[config.mk]
export PLATFORM = sky130hd
export DESIGN_NAME = falling_edge_detector
export DESIGN_NICKNAME = d
export VERILOG_FILES = /design/src/rtl/edge_sync_stage.sv /design/src/rtl/falling_edge_detector.sv
export SDC_FILE = /design/constraint.sdc
export NUM_CORES = 1
export LEC_CHECK = 0
export CAP_MARGIN = 20
export CELL_PAD_IN_SITES_DETAIL_PLACEMENT = 0
export CELL_PAD_IN_SITES_GLOBAL_PLACEMENT = 2
export CORE_MARGIN = 2
export CORE_UTILIZATION = 29
export CTS_CLUSTER_SIZE = 10
export DETAILED_ROUTE_END_ITERATION = 16
export MAX_ROUTING_LAYER = met4
export PLACE_DENSITY_LB_ADDON = 0.1
export SLEW_MARGIN = 40
export SYNTH_ARGS = -nofsm -noshare
export SYNTH_HDL_FRONTEND = slang
export SYNTH_SLANG_ARGS = --single-unit
[constraint.sdc]
create_clock -name clk -period 2.9 [get_ports clk]
set_input_delay 0.435 -clock clk [delete_from_list [all_inputs] [get_ports clk]]
set_output_delay 0.435 -clock clk [all_outputs]
set_load 0.01 [all_outputs]
[src/rtl/edge_sync_stage.sv]
// Multi-flop synchroniser for a vector of independent lanes.
// All stages clear to 0 on asynchronous active-low reset. Only instantiated
// when at least one stage is wanted; the zero-stage bypass lives in the top.
module edge_sync_stage #(
  parameter int WIDTH  = 1,
  parameter int STAGES = 1
) (
  input  logic             clk,
  input  logic             rst,
  input  logic [WIDTH-1:0] i_d,
  output logic [WIDTH-1:0] o_q
);

  logic [WIDTH-1:0] r_sync [STAGES];

  // Shift chain: stage 0 captures the raw input, each later stage copies its predecessor
  always_ff @(posedge clk or negedge rst) begin
    if (!rst) begin
      for (int k = 0; k < STAGES; k++) begin
        r_sync[k] <= '0;
      end
    end else begin
      r_sync[0] <= i_d;
      for (int k = 1; k < STAGES; k++) begin
        r_sync[k] <= r_sync[k-1];
      end
    end
  end

  assign o_q = r_sync[STAGES-1];

endmodule

[src/rtl/falling_edge_detector.sv]
// Vectorised synchronous falling-edge detector.
// Each lane registers a one-cycle Detect pulse when its sampled input goes
// 1 -> 0 between consecutive rising clock edges, and keeps a saturating
// count of those pulses. Detect is always a flop output, never a function
// of D through combinational logic.
// Interface contract: there is no handshake; Detect is a free-running
// event strobe valid for exactly one clk cycle per sampled falling edge,
// and edge_count is updated on the same edge so the two are always coherent.
// SYNC_STAGES is legal in 0..3; 0 means D is already synchronous to clk.
module falling_edge_detector #(
  parameter int WIDTH       = 1,
  parameter int SYNC_STAGES = 0,
  parameter int CNT_W       = 8
) (
  input  logic                   clk,
  input  logic                   rst,
  input  logic [WIDTH-1:0]       D,
  output logic [WIDTH-1:0]       Detect,
  output logic [WIDTH*CNT_W-1:0] edge_count,
  input  logic                   count_clr
);

  localparam logic [CNT_W-1:0] CNT_MAX = '1;
  localparam logic [CNT_W-1:0] CNT_ONE = CNT_W'(1);

  logic [WIDTH-1:0]             w_s;
  logic [WIDTH-1:0]             w_fall;
  logic [WIDTH-1:0]             r_d_q;
  logic [WIDTH-1:0]             r_detect;
  logic [WIDTH-1:0][CNT_W-1:0]  r_count;

  // Sampling path: optional synchroniser ahead of the history register
  generate
    if (SYNC_STAGES == 0) begin : g_no_sync
      assign w_s = D;
    end else begin : g_sync
      edge_sync_stage #(
        .WIDTH  (WIDTH),
        .STAGES (SYNC_STAGES)
      ) u_sync (
        .clk (clk),
        .rst (rst),
        .i_d (D),
        .o_q (w_s)
      );
    end
  endgenerate

  // A fall is "previous sample high, current sample low"; history resets to 0
  // so holding D low through reset release never produces a pulse.
  assign w_fall = r_d_q & ~w_s;

  // History and Detect registers
  always_ff @(posedge clk or negedge rst) begin
    if (!rst) begin
      r_d_q    <= '0;
      r_detect <= '0;
    end else begin
      r_d_q    <= w_s;
      r_detect <= w_fall;
    end
  end

  // Per-lane saturating event counters; clear wins over a same-edge increment
  always_ff @(posedge clk or negedge rst) begin
    if (!rst) begin
      r_count <= '0;
    end else if (count_clr) begin
      r_count <= '0;
    end else begin
      for (int i = 0; i < WIDTH; i++) begin
        if (w_fall[i] && (r_count[i] != CNT_MAX)) begin
          r_count[i] <= r_count[i] + CNT_ONE;
        end
      end
    end
  end

  assign Detect     = r_detect;
  assign edge_count = r_count;

endmodule

==> impl_metrics.py, run 1 <==
metrics = {
    "global_routing": {
        "grt_pass1_vias": 399,
        "grt_pass1_wl_mm": 1.73,
        "grt_overflow": 0,
        "track_usage_pct": 12.7,
        "antenna_found_initial": 0,
        "grt_max_degree": 11,
    },
    "synth": {
        "async_reset_ff_share_pct": 100,
        "synth_top_area_share_pct": 51.8,
        "ys_ff_latch": 10,
        "synth.distinct_cells": 26,
        "syn_inst": 48,
        "synthTopCellsByCount": "10 x dfrtp_1, 4 x a21oi_1, 4 x nand2_1, 3 x nor2_1",
        "ys_warn_count": 0,
        "synth_fp_nets": 53,
        "syn_area_per_cell_sq_um": 10.1,
        "synth-edff-count": 0,
        "synth_area_sq_um": 483,
        "yosys-top-cells-area": "dfrtp_1 52%, a21oi_1 4.1%, nand2_1 3.1%",
        "ys.flop_type": "dfrtp_1",
        "synth_area_leader_cell": "dfrtp_1",
        "synth_most_common_cell": "dfrtp_1",
        "synth.yosys.seq_area_share_pct": 51.8,
    },
    "sta": {
        "grt_setup_unrepaired": "false",
        "setup_viol": 0,
        "timing.fmax_ghz": 0.566,
        "period_share_pct": 60.9,
        "hold_violations": 0,
        "setup-tns-final_ns": 0,
        "worst_pin_slew_ns": 0.451,
        "slew_violations": 0,
        "fin_skew_ns": 0.00582,
        "relSlewSlack_pct": 69.8,
        "min_period_ns": 1.77,
    },
    "worst_setup_path": {
        "setup.worst_path.class": "in -> reg",
        "reg2regPathDepth": 5,
        "required_ns": 3.08,
        "start_kind": "input port",
        "cp.arrival_ns": 1.95,
        "worstPathMaxFanout": 7,
        "worst_setup_path_end_kind": "register",
    },
    "power": {
        "power_density_nw_per_um2": 447,
        "total_power_uw": 290,
        "p_leak_nw": 0.275,
        "ir_worst_vdd_v": 0.000289,
    },
    "drt": {
        "wl_per_cell_um": 13.7,
        "vias": 423,
        "ant_nets": 0,
        "drc": 0,
        "viasPerCell": 5.42,
        "wirelength_mm": 1.07,
        "drt_iter0_drc": 7,
        "firstDrtPassIters": 4,
    },
    "floorplan": {
        "dieArea_sq_um": 2010,
        "dieWidth_um": 44.8,
        "start_util_pct": 31.3,
        "ios": 13,
        "row_count": 14,
        "core_area_sq_um": 1540,
        "die_h_um": 44.8,
    },
    "placement": {
        "dp_hpwl_um": 831,
        "gp_congestion": 0.747,
        "io_buffers": 12,
        "post_dp_cell_area_sq_um": 612,
    },
    "final_layout": {
        "syn_to_final_growth_pct": 34.2,
        "design_area_sq_um": 648,
        "drive_gt1_share_pct": 11.3,
        "finish.utilization_pct": 42.0,
        "num_antenna_cells": 0,
        "layout.nets": 68,
    },
    "clock_network": {
        "clk_pin_slew_ns": 0.07,
        "post-cts-setup-buffers": 0,
        "cts_tree": "done",
        "cts.htree.levels": 1,
        "cts_root_buffer": "clkbuf_4",
        "cts_made_buffers": 3,
        "hold_buffers": 0,
        "clk_latency_ns": 0.26,
        "cts.repair.resized": 0,
        "clock-sinks": 10,
        "clock_path_buffers": 2,
    },
    "run": {
        "max-cap-violations": 0,
    },
    "status": {
        "outcome": "finished, final reports clean",
    },
    "hold_path": {
        "min_path_type": "in -> async",
    },
}
cell type report:
type	instances	area, sq um
Multi-Input combinational cell	36	221
Sequential cell	10	250
Fill cell	168	893
Timing Repair Buffer	12	120
Clock buffer	4	36.3
Tap cell	16	20.0
power breakdown:
part | internal, mW | switching (mW) | total, mW
clock | 0.0762 | 0.0476 | 0.124
combinational | 0.0107 | 0.0105 | 0.0212
sequential | 0.143 | 0.00230 | 0.145
worst paths after layout:
| path | start | to | slack [ns] |
|---|---|---|---|
| setup / recovery | D | edge_count[5] | 1.13 |
| hold reg to reg | edge_count[4] | edge_count[4] | 0.55 |
| hold / removal | rst | r_d_q | 0.48 |
| min in group clk | edge_count[4] | edge_count[4] | 0.55 |
| setup reg to reg | edge_count[0] | edge_count[5] | 1.31 |
| max in group asynchronous | rst | edge_count[5] | 2.10 |
flip-flops by register name, summed over array words and instances, names as in the netlist:
signal      flops
Detect          1
edge_count      8
r_d_q           1
placed cells by master, fill, tap and decap left out, types with 2 or more instances in the layout:
master	synthesis	layout
nor3_1	2	2
a21oi_1	4	4
clkbuf_4	0	3
nor2b_1	2	2
dfrtp_1	10	10
clkdlybuf4s50_1	0	12
nand2_1	4	4
o21ai_0	2	2
nor2_1	3	3
and3_1	2	2
a31oi_1	2	2
logic make-up (layout without fill, tap and decap cells):
kind of cell,after synthesis,after routing,share of synthesized area (%)
muxes,1,1,2.07
xor gates and xnor gates,1,1,1.81
AOI/OAI and AO/OA,12,12,15.3
DFF,10,10,51.8
adders and majority gates,1,1,2.59
and+or+nand+nor,21,21,24.1
buffers and inverters,2,16,2.33
layer usage:
metal	global-route usage, %	routed length [um]
met4	3.53	0
met3	6.00	61
met5	-	0
met2	20.0	516
met1	14.6	493
critical path, stage by stage:
cell             delay, ns
clkdlybuf4s50_1       0.42
nor2b_1               0.37
nand2_2               0.14
or4_1                 0.42
a21oi_1               0.16
metrics by stage:
step	worst slack [ns]	hold slack [ns]	std cells
floorplan	1.40	0.139	48
global placement	0.951	0.547	74
detailed placement	0.877	0.552	74
CTS	1.14	0.496	78
global route	1.02	0.523	78
finish	1.13	0.481	78
Power figures use the tool's default switching activity.
==> run 2, diff against run 1 <==
Settings changed: CORE_ASPECT_RATIO from default to 0.75, CORE_UTILIZATION 29 to 24.
Clock period 2.9 ns to 1.6 ns, I/O delays scaled along.
==> run 2 against run 1 <==
Flip-flop and latch count unchanged. Die area increased by 19%. Global-route usage fell by 1.4 points. Largest cell class unchanged.
==> impl_metrics.py, run 2 (synthesis results as in run 1) <==
metrics = {
    "final_layout": {
        "num_antenna_cells": 0,
        "drive_gt1_share_pct": 17.9,
        "largest_register_ffs": 8,
        "mostFrequentLayoutCells": "12 x clkdlybuf4s50_1, 10 x dfrtp_1, 5 x buf_4",
        "layout_commonest_cell": "clkdlybuf4s50_1",
        "layout.nets": 73,
        "finish.utilization_pct": 35.8,
        "design_area_sq_um": 696,
        "syn_to_final_growth_pct": 44.0,
        "instances_no_fill": 91,
    },
    "power": {
        "ir_worst_vdd_v": 0.000384,
        "power_density_nw_per_um2": 774,
        "p_leak_nw": 0.299,
    },
    "sta": {
        "worst_pin_slew_ns": 0.487,
        "fin_skew_ns": 0.00137,
        "slew_violations": 0,
        "setup_viol": 0,
        "timing.fmax_ghz": 0.659,
        "relSlewSlack_pct": 67.4,
        "grt_setup_unrepaired": "false",
        "layout_setup_ws_ns": 0.0818,
        "period_share_pct": 94.9,
        "min_period_ns": 1.52,
        "hold_ws_ns": 0.298,
        "hold_violations": 0,
    },
    "floorplan": {
        "ios": 13,
        "dieWidth_um": 55.8,
        "dieArea_sq_um": 2390,
        "start_util_pct": 24.8,
        "core_area_sq_um": 1940,
        "row_count": 14,
        "die_h_um": 42.9,
    },
    "clock_network": {
        "clk_pin_slew_ns": 0.07,
        "clock-sinks": 10,
        "cts_made_buffers": 3,
        "post-cts-setup-buffers": 0,
        "cts_root_buffer": "clkbuf_4",
        "cts_tree": "done",
        "cts.repair.resized": 0,
        "clock_path_buffers": 2,
        "hold_buffers": 0,
        "cts.htree.levels": 1,
        "clk_latency_ns": 0.27,
    },
    "worst_setup_path": {
        "start_kind": "register",
        "crit_chain": "clkdlybuf4s50_1",
        "setup.worst_path.class": "reg -> out",
        "critPathBufInv": 1,
        "r2r_start": "edge_count[1]",
        "crit_cells": 1,
        "reg2regPathDepth": 5,
        "required_ns": 1.36,
        "max_stage_delay_ns": 0.57,
        "worst_setup_path_end_kind": "output pin",
        "worstPathMaxFanout": 7,
        "rr_endpoint": "edge_count[5]",
        "crit_slowest_cell": "clkdlybuf4s50_1",
        "rrSetupSlack_ns": 0.12,
        "cp_top_family": "buffers and inverters",
        "cp.arrival_ns": 1.28,
    },
    "hold_path": {
        "min_path_type": "in -> async",
    },
    "placement": {
        "post_dp_cell_area_sq_um": 659,
        "dp_hpwl_um": 868,
        "io_buffers": 12,
        "place_ws_ns": -0.0155,
        "gp_congestion": 0.646,
        "placed_cells": 87,
    },
    "drt": {
        "wirelength_mm": 1.14,
        "ant_nets": 0,
        "firstDrtPassIters": 2,
        "vias": 432,
        "wl_per_cell_um": 12.5,
        "drc": 0,
        "viasPerCell": 4.75,
        "drt_iter0_drc": 5,
    },
    "run": {
        "max-cap-violations": 0,
    },
    "status": {
        "outcome": "finished, final reports clean",
    },
    "global_routing": {
        "grt_max_degree": 11,
        "track_usage_pct": 11.3,
        "grt_overflow": 0,
        "antenna_found_initial": 0,
        "grt_pass1_vias": 416,
        "grt_pass1_wl_mm": 1.89,
    },
}
run 2: final cells by class:
class / instances / area [sq um]
clock buffer: 4 / 36.3
fill: 209 / 1250
multi-input combinational: 36 / 221
sequential: 10 / 250
tap: 24 / 30.0
timing repair buffer: 17 / 158
run 2: layer usage:
layer  share of wire [%]  up-vias  track usage, %
met1                  50      204            13.7
li1                    -      218               -
met2                  45        8            16.2
met4                0.97        0            4.39
met3                 4.3        2            5.49
met5                   0        -               -
run 2: stage by stage:
step	TNS, ns	total power, mW
CTS	0	0.553
global route	0	0.564
global placement	-0.0242	0.314
detailed placement	-0.0155	0.314
floorplan	0	0.284
finish	0	0.538
run 2: worst max-delay path by stage:
stage                   from            end  slack (ns)
2_1_floorplan  edge_count[0]  edge_count[5]        0.10
3_3_place_gp               D  edge_count[5]       -0.02
3_5_place_dp               D  edge_count[5]       -0.02
4_1_cts        edge_count[3]  edge_count[3]        0.05
5_1_grt        edge_count[3]  edge_count[3]        0.03
6_report       edge_count[3]  edge_count[3]        0.08
run 2: power breakdown:
part	internal [mW]	total (mW)	switching, mW
logic	0.0252	0.0471	0.0220
registers	0.258	0.261	0.00279
clock network	0.138	0.230	0.0917
==> run 3, diff against run 2 <==
Settings changed: CAP_MARGIN 20 to 40.
==> results of run 3 <==
No change in the layout: final DEF, timing and power equal those of run 2.
==> variant 1, RTL diff (config.mk and constraints of run 3) <==
The parameter `SYNC_STAGES` goes from 0 to 1. Comments in the files are not updated.
--- a/src/rtl/falling_edge_detector.sv
+++ b/src/rtl/falling_edge_detector.sv
@@ -10,5 +10,5 @@
 module falling_edge_detector #(
   parameter int WIDTH       = 1,
-  parameter int SYNC_STAGES = 0,
+  parameter int SYNC_STAGES = 1,
   parameter int CNT_W       = 8
 ) (
Formal check against the unedited RTL: not equivalent (a bounded check fails within 4 cycles, from zero or initial values and one cycle with rst low).
==> variant 1 against run 3 <==
Global-route usage decreased by 1.5 points; combinational power decreased by 1%; total power decreased by 2.6%; routed wire length decreased by 5.4%; sequential power increased by 11%; core utilization decreased by 0.50 points; setup slack got worse by 0.033 ns; final area increased by 1.3%; sequential cell count increased by 1; final cell count increased by 3.3%; synthesized area increased by 4.7%; first-iteration DRC count increased by 140%; largest cell class unchanged; highest routed layer unchanged.
==> variant 1: results (changes against run 3) <==
[synthesis]
synth_cell_type_count=22  ; was 26
synth_nets=57  ; was 53
synth_cells=52  ; was 48
ys_seq_area_share_pct=54.46  ; was 51.81%
synth.area.top_cells=dfrtp_1 (54%), nor2_1 (4.5%), a21oi_1 (4.0%)  ; was dfrtp_1 (52%), a21oi_1 (4.1%), nand2_1 (3.1%)

[cells_and_area]
inv_count=2  ; was 0
seq_area_share_pct=39.25  ; was 35.97%
nonClkBufAreaFrac_pct=20.25  ; was 22.66%
synthToLayoutAreaGrowth_pct=39.36  ; was 44.04%
drive_gt1_share_pct=12.86  ; was 17.91%
regArea_sq_um=276.5  ; was 250.2 sq um
fillCellCount=227  ; was 209
nNetsFinal=76  ; was 73

[critical_path]
crit_fanout=4  ; was 7
max_stage_delay_ns=0.53  ; was 0.57 ns

[global_routing]
first_global_vias=372  ; was 416
grt_usage_pct=9.849  ; was 11.31%
met1_usage_pct=14.13  ; was 13.70%
grt_max_degree=12  ; was 11
use_met3_pct=4.776  ; was 5.488%

[timing]
relSlewSlack_pct=66.05  ; was 67.40%

[run_status]
status=completed  ; unchanged

[routing]
wl_met1_um=519  ; was 564 um
met2_length_um=477  ; was 512 um
finalWirelength_mm=1.076  ; was 1.138 mm
met3WireLength_um=66  ; was 49 um

[placement]
placedInstanceArea_sq_um=674.4  ; was 659.4 sq um
dp.cells=90  ; was 87
place_ws_ns=0.09461  ; was -0.01550 ns
gp_congestion=0.7590  ; was 0.6460

[pwr]
vdd_drop_max_mv=0.4483  ; was 0.3842 mV
p_sw_share_pct=22.50  ; was 21.63%

[cts]
clkSinkCount=11  ; was 10

variant 1: repair_timing:
item,4_1_cts,5_1_grt
setup buffers,0,0
setup endpoints to repair,0,2
resized for setup,0,2
variant 1: power by group through the flow:
| stage | clock network [mW] | registers, mW | logic, mW |
|---|---|---|---|
| CTS | 0.195 | 0.289 | 0.0464 |
| global placement | 0 | 0.295 | 0.0475 |
| finish | 0.188 | 0.290 | 0.0465 |
| floorplan | 0 | 0.298 | 0.0124 |
| global route | 0.214 | 0.291 | 0.0515 |
| detailed placement | 0 | 0.295 | 0.0462 |
variant 1: final timing paths:
path	slack, ns	endpoint	from	cells past startpoint
max	0.05	edge_count[0]	edge_count[0]$_DFFE_PN0P_	2
min	0.31	r_d_q$_DFF_PN0_	rst	1
max reg2reg	0.12	edge_count[5]$_DFFE_PN0P_	edge_count[1]$_DFFE_PN0P_	5
min reg2reg	0.42	r_d_q$_DFF_PN0_	g_sync.u_sync.o_q$_DFF_PN0_	0
max in group asynchronous	0.92	edge_count[3]$_DFFE_PN0P_	rst	1
min in group clk	0.41	g_sync.u_sync.o_q$_DFF_PN0_	D	1
variant 1: worst register-to-register path, cell delays in order (launching register included):
cell and delay, ns:
dfrtp_1 0.41, ha_2 0.21, nand3_1 0.10, nor2_1 0.07
or4_1 0.47, a21oi_1 0.15
variant 1: cell families (layout without fill, tap and decap cells):
| logic type | count (synthesis) | count (layout) | share of synthesized area (%) |
|---|---|---|---|
| AND/OR/NAND/NOR | 23 | 23 | 23.76 |
| flip-flops | 11 | 11 | 54.45 |
| multiplexers | 1 | 1 | 1.980 |
| AO/OA/AOI/OAI | 12 | 12 | 13.37 |
| buffers and inverters | 3 | 21 | 2.228 |
| XOR/XNOR | 1 | 1 | 1.733 |
| adder cells (fa/ha/maj) | 1 | 1 | 2.475 |
==> variant 2, RTL diff (flow settings as in run 3) <==
Without the edit above. Remove the register `r_detect`: a continuous assignment takes its place, so the output `Detect` follows one clock earlier.
--- a/src/rtl/falling_edge_detector.sv
+++ b/src/rtl/falling_edge_detector.sv
@@ -55,10 +55,10 @@
     if (!rst) begin
       r_d_q    <= '0;
-      r_detect <= '0;
     end else begin
       r_d_q    <= w_s;
-      r_detect <= w_fall;
     end
   end
+
+  assign r_detect = w_fall;
 
   // Per-lane saturating event counters; clear wins over a same-edge increment
Formal check against the unedited RTL: not equivalent (a bounded check fails within 4 cycles, from zero or initial values and one cycle with rst low).
==> variant 2 against run 3 <==
Synthesized area is 5.2% lower; global-route usage is 0.80 points higher; sequential cell count is 1 lower; final area is 6.7% lower; first-iteration DRC count is 100% lower; final cell count is 4.4% lower; total power is 15% lower; count of clock-buffer cells in the layout stayed put; setup slack worse by 0.0030 ns; routed wire length is 3.1% lower.
==> variant 2: results (changes against run 3) <==
[cts]
path_clk_slew_ns=0.06
root_buffer=clkbuf_4  ; unchanged
cts_buffer_depth=2  ; unchanged
htree_levels=1  ; unchanged
numCtsBuffers=3  ; unchanged

[placement]
gp_congestion=0.7198  ; was 0.6460
dp_hpwl_um=827.5  ; was 868.4 um
placedInstanceArea_sq_um=624.3  ; was 659.4 sq um

[timing]
worst_slew_pin_slew_ns=0.4359  ; was 0.4875 ns
fin_hold_ws_ns=0.2826  ; was 0.2978 ns
clock_skew_ns=0.0004534  ; was 0.001368 ns

[synthesis]
synth_cell_type_count=26  ; unchanged
yosysWarnings=0  ; unchanged
synth.area.top_cells=dfrtp_1 (49%), a21oi_1 (4.4%), nand2_1 (3.3%)  ; was dfrtp_1 (52%), a21oi_1 (4.1%), nand2_1 (3.1%)
ys_seq_area_share_pct=49.18  ; was 51.81%
async_flop_share_pct=100.0  ; unchanged
synth_nets=52  ; was 53
synthTopCellsByCount=dfrtp_1 (9), a21oi_1 (4), nand2_1 (4), nor2_1 (3)  ; was dfrtp_1 (10), a21oi_1 (4), nand2_1 (4), nor2_1 (3)

[critical_path]
reg2reg_from=edge_count[1]$_DFFE_PN0P_  ; unchanged
r2r.worst_path.cells=5  ; unchanged
rrSetupSlack_ns=0.12  ; about the same
cp_top_family=buffers and inverters  ; unchanged
arrival_ns=1.28  ; about the same
max_stage_delay_ns=0.57  ; about the same
crit_fanout=6  ; was 7
rr_endpoint=edge_count[5]$_DFFE_PN0P_  ; unchanged
crit_start=edge_count[7]$_DFFE_PN0P_  ; was edge_count[3]$_DFFE_PN0P_

[cells_and_area]
multi_input_area_sq_um=221.5  ; unchanged
fillCellCount=198  ; was 209
drive_gt1_share_pct=15.38  ; was 17.91%
nNetsFinal=71  ; was 73
n_antenna_cell=0  ; unchanged

[routing]
wire_per_inst_um=12.68  ; was 12.51 um
dr.pass1.iters=1  ; was 2
routed_via_density=4.690  ; was 4.747
initialDrtViolationCount=0  ; was 5

[global_routing]
grt_pass1_wl_mm=1.849  ; was 1.890 mm
grt_usage_pct=12.10  ; was 11.31%
antenna_found_initial=0  ; unchanged
grt_max_degree=10  ; was 11
first_global_vias=366  ; was 416

[run_status]
status=completed  ; unchanged

[pwr]
leakagePower_nw=0.2791  ; was 0.2994 nW
vdd_drop_max_mv=0.3902  ; was 0.3842 mV

variant 2: logic make-up after synthesis:
group	Yosys count	share of synthesized area [%]
fa+ha+maj	1	2.732
xor+xnor	1	1.913
compound gates	12	16.12
flops	9	49.18
mux	1	2.186
simple gates	21	25.41
buf+inv	2	2.459
variant 2: area by class of cell:
cell class,count,area share [%]
clock buffers,4,4.046
multi-input cells,36,34.10
flip-flops and latches,9,34.68
well taps,22,4.239
repair buffers,16,22.93
variant 2: worst max path at each step:
stage | to | slack [ns] | cells past startpoint
2_1_floorplan | edge_count[5]$_DFFE_PN0P_ | 0.10 | 5
3_3_place_gp | edge_count[5]$_DFFE_PN0P_ | -0.06 | 6
3_5_place_dp | edge_count[5]$_DFFE_PN0P_ | -0.07 | 6
4_1_cts | edge_count[3] | 0.07 | 1
5_1_grt | edge_count[2] | 0.02 | 1
6_report | edge_count[7] | 0.08 | 1
variant 2: per-stage QoR:
stage | worst slack [ns] | std cells
floorplan | 0.1047 | 47
finish | 0.07886 | 87
global route | 0.01692 | 87
global placement | -0.05632 | 83
CTS | 0.07029 | 87
detailed placement | -0.07300 | 83
variant 2: power by group:
part / internal (mW) / total, mW / switching (mW)
Clock: 0.0964 / 0.179 / 0.0829
Combinational: 0.0227 / 0.0436 / 0.0209
Sequential: 0.232 / 0.235 / 0.00272
variant 2: layer usage:
metal	vias to the layer above	share of wire, %	GRT usage, %
li1	210	-	-
met1	190	55	16.52
met2	8	40	14.70
met3	0	4.6	7.554
met4	0	0	3.000
met5	-	0	-
variant 2: what timing repair did:
action / CTS / global route
setup buffers: 0 / 0
resized for setup: 1 / 0
setup endpoints to repair: 1 / 0
